--- config.mk ---
export PLATFORM = sky130hd
export DESIGN_NAME = led_uart_reporter
export DESIGN_NICKNAME = d
export VERILOG_FILES = /design/src/rtl/led_uart_reporter.sv
export SDC_FILE = /design/constraint.sdc
export NUM_CORES = 1
export LEC_CHECK = 0
export CORE_UTILIZATION = 55
export DETAILED_ROUTE_END_ITERATION = 8
export PLACE_DENSITY = 0.83
export SYNTH_ARGS = -nofsm -noshare
export SYNTH_HDL_FRONTEND = slang
export SYNTH_SLANG_ARGS = --single-unit
--- constraint.sdc ---
create_clock -name clk -period 3.02 [get_ports clk]
set_clock_uncertainty 0.05 [all_clocks]
set_input_delay 0.604 -clock clk [delete_from_list [all_inputs] [get_ports clk]]
set_output_delay 0.604 -clock clk [all_outputs]
set_load 0.02 [all_outputs]
--- src/rtl/led_uart_reporter.sv ---
// led_uart_reporter: free-running LED counter; every increment is reported over a
// UART as uppercase hex (MSB nibble first), optionally followed by CR LF.
module led_uart_reporter #(
   parameter int WIDTH        = 4,
   parameter int TICK_CYCLES  = 50_000_000,
   parameter int CLKS_PER_BIT = 868,
   parameter int PARITY       = 0,
   parameter int STOP_BITS    = 1,
   parameter int SEND_CRLF    = 1
) (
   input  logic             clk,
   input  logic             reset,
   input  logic             en,
   output logic [WIDTH-1:0] led,
   output logic             tx,
   output logic             busy,
   output logic             overrun
);
   localparam int NDIG  = (WIDTH + 3) / 4;
   localparam int NCHAR = NDIG + 2 * SEND_CRLF;
   localparam int PW    = 4 * NDIG;
   localparam int DW    = $clog2(TICK_CYCLES);
   localparam int CW    = $clog2(CLKS_PER_BIT);

   typedef enum logic [2:0] {IDLE, START, DATA, PAR, STOP} state_t;

   state_t           r_state, w_next;
   logic [DW-1:0]    r_div;
   logic [WIDTH-1:0] r_led, r_snap, r_pendVal;
   logic             r_pending, r_overrun, r_tx, r_busy;
   logic [CW-1:0]    r_clkCnt;
   logic [2:0]       r_bitIdx;
   logic [3:0]       r_charIdx;

   logic             w_tick, w_bitDone, w_stopDone, w_lastChar, w_frameEnd;
   logic             w_txNext, w_parity;
   logic [WIDTH-1:0] w_newVal;
   logic [PW-1:0]    w_padded, w_shifted;
   logic [3:0]       w_nib;
   logic [7:0]       w_char;

   assign w_tick     = en && (r_div == DW'(TICK_CYCLES - 1));
   assign w_newVal   = r_led + WIDTH'(1);
   assign w_bitDone  = (r_clkCnt == CW'(CLKS_PER_BIT - 1));
   assign w_lastChar = (r_charIdx == 4'(NCHAR - 1));
   assign w_stopDone = (r_state == STOP) && w_bitDone && (r_bitIdx == 3'(STOP_BITS - 1));
   assign w_frameEnd = w_stopDone && w_lastChar;
   assign w_padded   = PW'(r_snap);
   assign w_shifted  = w_padded << {r_charIdx, 2'b00};

   // Character currently on the wire: hex digits of the snapshot, then CR, LF.
   always_comb begin
      w_nib  = w_shifted[PW-1 -: 4];
      w_char = 8'h0A;
      if (r_charIdx < 4'(NDIG))
         w_char = (w_nib < 4'd10) ? (8'h30 + {4'h0, w_nib}) : (8'h37 + {4'h0, w_nib});
      else if (r_charIdx == 4'(NDIG))
         w_char = 8'h0D;
      w_parity = (PARITY == 2) ? ~(^w_char) : (^w_char);
   end

   always_ff @(posedge clk) begin
      if (reset) r_state <= IDLE;
      else       r_state <= w_next;
   end

   // A pending or simultaneous report chains straight into the next START.
   always_comb begin
      w_next   = r_state;
      w_txNext = 1'b1;
      unique case (r_state)
         IDLE:  if (w_tick) w_next = START;
         START: begin
            w_txNext = 1'b0;
            if (w_bitDone) w_next = DATA;
         end
         DATA: begin
            w_txNext = w_char[r_bitIdx];
            if (w_bitDone && r_bitIdx == 3'd7) w_next = (PARITY != 0) ? PAR : STOP;
         end
         PAR: begin
            w_txNext = w_parity;
            if (w_bitDone) w_next = STOP;
         end
         STOP: if (w_stopDone) w_next = (!w_lastChar || w_tick || r_pending) ? START : IDLE;
         default: w_next = IDLE;
      endcase
   end

   always_ff @(posedge clk) begin
      if (reset) begin
         r_div     <= '0;
         r_led     <= '0;
         r_snap    <= '0;
         r_pendVal <= '0;
         r_pending <= 1'b0;
         r_overrun <= 1'b0;
         r_tx      <= 1'b1;
         r_busy    <= 1'b0;
         r_clkCnt  <= '0;
         r_bitIdx  <= '0;
         r_charIdx <= '0;
      end else begin
         r_tx   <= w_txNext;
         r_busy <= (r_state != IDLE);
         if (en) r_div <= w_tick ? '0 : r_div + DW'(1);
         if (w_tick) r_led <= w_newVal;

         // A fresh tick always beats an older pending value.
         if (w_tick && r_state == IDLE) begin
            r_snap <= w_newVal;
         end else if (w_frameEnd) begin
            if (w_tick) begin
               r_snap    <= w_newVal;
               r_pending <= 1'b0;
               if (r_pending) r_overrun <= 1'b1;
            end else if (r_pending) begin
               r_snap    <= r_pendVal;
               r_pending <= 1'b0;
            end
         end else if (w_tick) begin
            r_pending <= 1'b1;
            r_pendVal <= w_newVal;
            if (r_pending) r_overrun <= 1'b1;
         end

         if (r_state == IDLE || w_bitDone) r_clkCnt <= '0;
         else                              r_clkCnt <= r_clkCnt + CW'(1);

         if (w_bitDone) begin
            if ((r_state == DATA && r_bitIdx != 3'd7) || (r_state == STOP && !w_stopDone))
               r_bitIdx <= r_bitIdx + 3'd1;
            else
               r_bitIdx <= '0;
         end

         if (w_stopDone) r_charIdx <= w_lastChar ? '0 : r_charIdx + 4'd1;
      end
   end

   assign led     = r_led;
   assign tx      = r_tx;
   assign busy    = r_busy;
   assign overrun = r_overrun;
endmodule
# Word-level counts from Yosys, hierarchy flattened
# Cells that the tools add are included.
[word_totals]
register_bits = 62
in_bits = 3
output_inout_bits = 7
elab_cells = 89
[op_classes]
addsub = 7
magnitude_cmp = 3
eq_ne = 15
n_shift = 1
mux = 22
bitwise_logic = 2
reduce_logical = 27
[op_table]
columns = ["op", "n"]
rows = [
  ["26-bit by 1-bit adder with 26-bit output (second input constant)", 1],
  ["26-bit equality test (second input constant)", 1],
  ["26-bit 2-to-1 mux", 1],
  ["3-bit 2-to-1 mux", 7],
  ["4-bit 2-to-1 mux", 5],
  ["3-bit one-hot mux with 5 select lines", 1],
  ["6-bit by 4-bit adder with 7-bit output (first input constant)", 2],
  ["7-bit 2-to-1 mux", 2],
  ["10-bit by 1-bit adder with 10-bit output (second input constant)", 1],
  ["10-bit equality test (second input constant)", 1],
  ["2-bit != test (second input constant)", 5],
  ["4-bit by 1-bit adder with 4-bit output (second input constant)", 2],
  ["1-bit logical AND", 8],
  ["8-bit parity", 1],
  ["3-bit by 2-bit equality test with 1-bit output (second input constant)", 2],
  ["3-bit equality test (second input constant)", 2],
  ["3-bit logical NOT", 2],
  ["3-bit AND reduction", 2],
  ["3-bit nonzero test", 2],
  ["4-bit by 6-bit << shifter with 4-bit output", 1],
  ["5-bit AND reduction", 1],
  ["4-bit by 1-bit equality test with 1-bit output (second input constant)", 1],
  ["4-bit by 2-bit equality test with 1-bit output (second input constant)", 1],
  ["1-bit logical OR", 4],
  ["14 further kinds", 21],
]

# Depth between registers and ports, before layout
# Gate-level depths: netlist of run 1.
[logic_depth]
word_depth = 7
ltp_mapped = 9
mapped_depth_nobuf = 9

# Worst setup path before layout of run 1
# OpenSTA, ideal clock, no wires.
[synth_path]
kind = "flip-flop to flip-flop"
startpoint = "register r_charIdx[1]"
endpoint = "register r_tx, in the netlist tx"
t_arrival_ns = 2.040
t_required_ns = 2.833
slack_ns = 0.793
path_stages_with_launch = 10
path_buffers = 0
period_less_slack_ns = 2.227
cell_sequence = "dfxtp_1 -> nor4_1 -> nand2_1 -> ha_1 -> nand3_1 -> nor2_1 -> o41a_1 -> o221ai_1 -> nor3b_1 -> o221ai_1"
[synth_via]
elab_chain_cells = 7
word_cells_on_any_way = 13
cone_classes = "2 x add/sub; 2 x order compare; 1 x eq/ne; 1 x shift; 6 x mux; 1 x reduce/logical"
[synth_lines]
columns = ["element", "line", "text"]
rows = [
  ["start: declaration", "33", "logic [3:0] r_charIdx;"],
  ["start signal: assignment", "137", "if (w_stopDone) r_charIdx <= w_lastChar ? '0 : r_charIdx + 4'd1;"],
  ["4-bit by 6-bit << shifter with 4-bit output", "49", "assign w_shifted = w_padded << {r_charIdx, 2'b00};"],
  ["6-bit by 4-bit adder with 7-bit output / 4-bit less-than comparator (equally long branches)", "56", "w_char = (w_nib < 4'd10) ? (8'h30 + {4'h0, w_nib}) : (8'h37 + {4'h0, w_nib});"],
  ["7-bit 2-to-1 mux", "56", ""],
  ["7-bit 2-to-1 mux *", "55", "if (r_charIdx < 4'(NDIG))"],
  ["1-bit binary-select mux with 3-bit select", "78", "w_txNext = w_char[r_bitIdx];"],
  ["1-bit 2-to-1 mux (implied by the code)", "78", ""],
  ["1-bit one-hot mux with 3 select lines *", "71", "unique case (r_state)"],
  ["end signal: assignment", "104", "r_tx <= w_txNext;"],
  ["end: declaration", "30", "logic r_pending, r_overrun, r_tx, r_busy;"],
]
# Mark *: on every way between the ends. The rest lies on a longest branch, timed or not. The select of a mux whose other input is x is not followed.
# A chain may end at the register's enable or synchronous reset.

# Worst setup path in the final report of run 1
[layout_path]
startpoint = "register r_charIdx[0]"
endpoint = "register r_tx, in the netlist tx"
# Same word-level chain as after synthesis.

==> results of run 1 <==
[sequential cells by signal, indices dropped and copies added (netlist names)]
register   count
busy           1
overrun        1
tx             1
r_bitIdx       3
r_pendVal      4
r_pending      1
r_div         26
r_state        3
r_snap         4
led            4
r_clkCnt      10
r_charIdx      4
[power breakdown]
part	total, mW	internal [mW]	switching (mW)	leakage [nW]
registers	0.821	0.819	0.00150	0.499
clock network	0.953	0.632	0.321	0.130
logic	0.0215	0.00695	0.0145	0.578
total	1.79	1.46	0.337	1.21
[cells by family (layout without fill, tap and decap cells)]
family | count (synthesis) | count (layout) | share of synthesized area
simple gates | 170 | 170 | 0.286
flops | 62 | 62 | 0.416
compound gates | 41 | 41 | 0.0949
xor+xnor | 41 | 41 | 0.120
buf+inv | 19 | 37 | 0.0248
mux | 8 | 8 | 0.0281
fa+ha+maj | 7 | 7 | 0.0294
[worst max-delay path by stage]
stage / from / to / slack [ps] / cells after the start
global placement: en / r_snap[2] / 430 / 7
global route: r_charIdx[0] / tx / 360 / 10
finish: r_charIdx[0] / tx / 610 / 10
floorplan: r_charIdx[1] / tx / 790 / 9
CTS: r_charIdx[0] / tx / 620 / 10
detailed placement: en / r_snap[1] / 360 / 7
[synthesized netlist by cell type, drive strengths merged (3+ instances only)]
master  number  area (µm²)
nor3b        3        22.5
and2         3        18.8
nor3        12        60.1
inv          7        26.3
a31oi        5        31.3
and4         4        35.0
nor4b        3        26.3
o21ai        6        30.0
nand2b       4        25.0
clkbuf      10        37.5
ha           7        87.6
nand3       20         100
a211oi       3        22.5
mux2         3        33.8
mux2i        5        50.1
or2          3        18.8
and3         8        50.1
nand4        7        43.8
dfxtp       62        1240
xnor2       17         149
xor2        24         210
nor4         4        25.0
a21oi       14        81.3
or4b         3        37.5
nand2       25        93.8
nor2        64         240
[final cells by class]
class | count | area [µm²] | area share
multi-input combinational | 267 | 1670 | 0.488
clock buffer | 10 | 128 | 0.0374
timing repair buffer | 14 | 128 | 0.0374
inverter | 7 | 26.3 | 0.00771
clock inverter | 6 | 134 | 0.0393
tap | 70 | 87.6 | 0.0257
sequential | 62 | 1240 | 0.364
[worst max-delay path, stage by stage (launching register included)]
cell      delay (ps)
dfxtp_1          430
nor4_1           320
buf_4            180
nand2_1           60
ha_1             250
nand3_1           90
nor2_1            40
o41a_1           370
o221ai_1         170
nor3b_1          200
o221ai_1         140
[stage by stage]
step | instances | util | hold WS, ps | power (mW)
2_1_floorplan | 348 | - | 380 | 0.854
3_3_place_gp | 420 | 0.609 | 396 | 0.861
3_5_place_dp | 420 | 0.609 | 399 | 0.861
4_1_cts | 436 | 0.659 | 420 | 1.81
5_1_grt | 436 | 0.659 | 439 | 1.85
6_report | 436 | 0.659 | 419 | 1.79
[per-layer routing]
layer,global-route usage,up-vias
met1,0.261,1183
met2,0.403,45
met3,0.0794,14
met5,0,-
met4,0.0926,0
li1,-,1238
==> metrics.md, run 1 <==
| Metric | Value |
|---|---|
| Fin crit period | `2410 ps` |
| WL per Instance | `14.0 µm` |
| Least-Margin Pin Slew | `497 ps` |
| Hold_buf cts | `0` |
| F_max | `415 MHz` |
| Peak VDD IR | `332 µV` |
| Yosys cell types | `44` |
| Antenna violations before repair | `0` |
| Final WL | `6110 µm` |
| Chip width | `75.6 µm` |
| Commonest cells after routing, fill and taps aside | `nor2_1 (64), dfxtp_1 (62), nand2_1 (25)` |
| Number of global-route vias before repair | `2342` |
| Fraction of layout cells with a size suffix above 1 | `0.0820` |
| Clock Latency Late Sink | `340 ps` |
| Worst R2R Start | `r_charIdx[0]` |
| # rows | `26` |
| HPWL after detailed placement | `4260 µm` |
| Root buffer cell | `clkbuf_8` |
| Wl on met1 | `2750 µm` |
| Syn Inst Count | `348` |
| Crit Path Max Fanout | `12` |
| WHS Endpoint | `r_pendVal[0]` |
| Largest net degree at the start of global routing | `24` |
| Die Height | `75.6 µm` |
| Buffers added on ports | `9` |
| Reg clk slew, reported paths | `70 ps` |
| CTS Sinks | `62` |
| Syn-to-layout area delta | `14.4%` |
| Io pins | `10` |
| HP Class | `reg2reg` |
| Nets | `371` |
| Post-Syn Area | `2980 µm²` |
| Commonest non-fill, non-tap cell in the layout | `nor2_1` |
| Crit Path Class | `reg2reg` |
| Ant diodes | `0` |
| Ys async rst share | `0` |
| Final Hold Viols | `0` |
| CTS resizes | `0` |
| Reg2reg path depth | `10` |
| Avg Vias per Cell | `5.69` |
| Total gr overflow | `0` |
| Drc violations | `0` |
| TritonCTS clock tree | `yes` |
| Iter 0 DRT Violations | `177` |
| GP Congestion | `0.848` |
| Top Metal Used | `met4` |
| Pre-CTS WS | `360 ps` |
| Final setup margin | `609 ps` |
| Fill count | `416` |
| Fin. max-slew vios | `0` |
| Slew headroom | `0.666` |
| Vias post-DR | `2480` |
| Die Area | `5720 µm²` |
| Post-route cell area | `3410 µm²` |
| Syn Nets | `358` |
| CP Data Required Time | `3180 ps` |
| H-tree depth | `3` |
| Met3 Routed Length | `227 µm` |
| Max capacitance violation total | `0` |
| Number of flops mapped to enable cells by yosys | `0` |
| Initial Util | `0.576` |
| Most used DFF post-synth | `dfxtp_1` |
| Placed Area | `3150 µm²` |
| Final TNS setup | `0 ps` |
| Routed Antenna Nets | `0` |
| LEAKAGE | `1.21 nW` |
| Power Density | `526 nW/µm²` |
| CP Capture Type | `flip-flop` |
| Yosys warnings | `0` |
| Core footprint | `5170 µm²` |
| Crit path DAT | `2570 ps` |
| Reg-to-Reg End | `tx` |
| Hold path start | `r_pendVal[0]` |
| Status | `finished, final reports clean` |
| Period utilization | `0.798` |
| Global-route wire length before repair | `9890 µm` |
| Total GRT Usage | `0.232` |
| Final setup fails | `0` |
| WL met2 | `3050 µm` |
| Post-synthesis register bit count | `62` |
| Register area share after synthesis | `0.416` |
| Setup crit start kind | `flip-flop` |
| Post-CTS setup buffer count | `0` |
| Hold Path Stages | `2` |
| Post-Syn Area per Cell | `8.56 µm²` |
| Clock Tree Buf Depth | `2` |
| RSZ-0062 raised after global routing | `false` |
| Pre-Repair DR Iteration Count | `4` |
| R2R setup slack | `610 ps` |
| Num CTS Buffers | `9` |
Power figures use the tool's default switching activity.
==> run 2: changes to the inputs <==
- clock period: 3.02 -> 2.3 ns (I/O delays scaled with it)
==> run 2 against run 1 <==
  * Global-route usage down 0.29 points
  * First-iteration DRC count down 16%
  * Sequential power rose by 32%
  * Largest cell class unchanged
  * Highest routed layer unchanged
  * Final area up 2.3%
  * Count of clock-buffer cells in the layout is the same
  * Register-to-register slack worse by 490 ps
==> metrics.md, run 2 (synthesis results as in run 1) <==
| Metric | Value |
|---|---|
| Crit Path Class | `reg2reg` |
| Clock Tree Buf Depth | `2` |
| Slew headroom | `0.706` |
| Fin util | `0.675` |
| Crit Path Max Fanout | `4` |
| LEAKAGE | `1.26 nW` |
| Largest net degree at the start of global routing | `24` |
| Vias post-DR | `2538` |
| CP Data Required Time | `2460 ps` |
| CP Capture Type | `flip-flop` |
| Number of global-route vias before repair | `2295` |
| Fill count | `424` |
| Max capacitance violation total | `0` |
| Final WL | `6080 µm` |
| Post-Place Cells | `437` |
| # rows | `26` |
| GP Congestion | `0.784` |
| Syn-to-layout area delta | `17.1%` |
| RSZ-0062 raised after global routing | `false` |
| Reg with most FFs | `r_div` |
| HPWL after detailed placement | `4260 µm` |
| Die Height | `75.6 µm` |
| TritonCTS clock tree | `yes` |
| Commonest non-fill, non-tap cell in the layout | `nor2_1` |
| F_max | `458 MHz` |
| Clock Latency Late Sink | `340 ps` |
| Area of the multi-input gates | `1690 µm²` |
| Num CTS Buffers | `9` |
| Crit path DAT | `2340 ps` |
| Fin crit period | `2180 ps` |
| Antenna violations before repair | `0` |
| Initial Util | `0.576` |
| Peak VDD IR | `345 µV` |
| Post-route insts no fill | `454` |
| Avg Vias per Cell | `5.59` |
| Io pins | `10` |
| CTS Sinks | `62` |
| Setup crit start kind | `flip-flop` |
| HP Class | `reg2reg` |
| Final setup fails | `0` |
| Reg clk slew, reported paths | `70 ps` |
| Root buffer cell | `clkbuf_8` |
| Fraction of layout cells with a size suffix above 1 | `0.141` |
| Nets | `389` |
| Period utilization | `0.949` |
| Largest regs | `r_div (26), r_clkCnt (10)` |
| Pre-Repair DR Iteration Count | `4` |
| Ant diodes | `0` |
| Status | `finished, final reports clean` |
| Die Area | `5720 µm²` |
| Final Hold Viols | `0` |
| Max reg flops | `26` |
| Worst hold slack | `414 ps` |
| Chip width | `75.6 µm` |
| Least-Margin Pin Slew | `438 ps` |
| Buffers added on ports | `9` |
| H-tree depth | `3` |
| Total gr overflow | `0` |
| Fin. max-slew vios | `0` |
| Core footprint | `5170 µm²` |
| WL per Instance | `13.4 µm` |
| Iter 0 DRT Violations | `149` |
| Hold_buf cts | `0` |
| Commonest cells after routing, fill and taps aside | `nor2_1 (64), dfxtp_1 (61), nand2_1 (25)` |
| Reg area | `1240 µm²` |
| Routed Antenna Nets | `0` |
| Drc violations | `0` |
| Total GRT Usage | `0.229` |
| Global-route wire length before repair | `9880 µm` |
| Power Density | `553 nW/µm²` |
## run 2: worst max-delay path, cell delays in order, from the launching register on
cell,delay (ps)
dfxtp_2,340
nor4_2,260
buf_4,160
nand2_1,60
ha_2,210
nand3_1,90
nor2_1,40
o41a_1,380
o221ai_2,160
nor3b_2,190
o221ai_1,130
## run 2: stage by stage
step	setup TNS (ps)	worst slack (ps)	instance area [µm²]	total power, mW
after global routing	0	4.34	3490	2.00
final	0	117	3490	1.93
after CTS	0	22.6	3450	1.94
after global placement	0	34.3	3290	1.14
after detailed placement	-71.8	-38.3	3290	1.14
after floorplan	0	72.9	2980	1.12
## run 2: where the power goes
group	internal, mW	switching (mW)
registers	1.08	0.00210
clock network	0.386	0.428
logic	0.0141	0.0215
total	1.48	0.452
## run 2: repair_timing
action | 4_1_cts | 5_1_grt
endpoints found under the setup margin | 0 | 1
resized for setup | 0 | 6
buffers inserted | 0 | 1
## run 2: path summary, 6_finish.rpt
path / startpoint / end / slack, ps / cells after the start
worst min register to register: r_clkCnt[0] / r_clkCnt[0] / 410 / 1
worst max register to register: r_charIdx[0] / tx / 120 / 10
worst max-delay path: r_charIdx[0] / tx / 120 / 10
worst min-delay path: r_clkCnt[0] / r_clkCnt[0] / 410 / 1
## run 2: final cells by class
class	instances	area share
sequential	62	0.356
multi-input combinational	267	0.485
clock buffer	10	0.0366
inverter	7	0.00753
timing repair buffer	32	0.0789
tap	70	0.0251
clock inverter	6	0.0111
## run 2: layer usage
metal	part of all wire	GRT usage	vias to the layer above
li1	-	-	1277
met1	0.47	0.282	1213
met2	0.49	0.382	39
met3	0.028	0.0595	9
met4	0.016	0.0926	0
met5	0	0	-
==> run 3: changes to the inputs <==
- ABC_CLOCK_PERIOD_IN_PS: default -> 2300
==> results of run 3 <==
Final layout, timing and power as in run 2 (identical DEF).
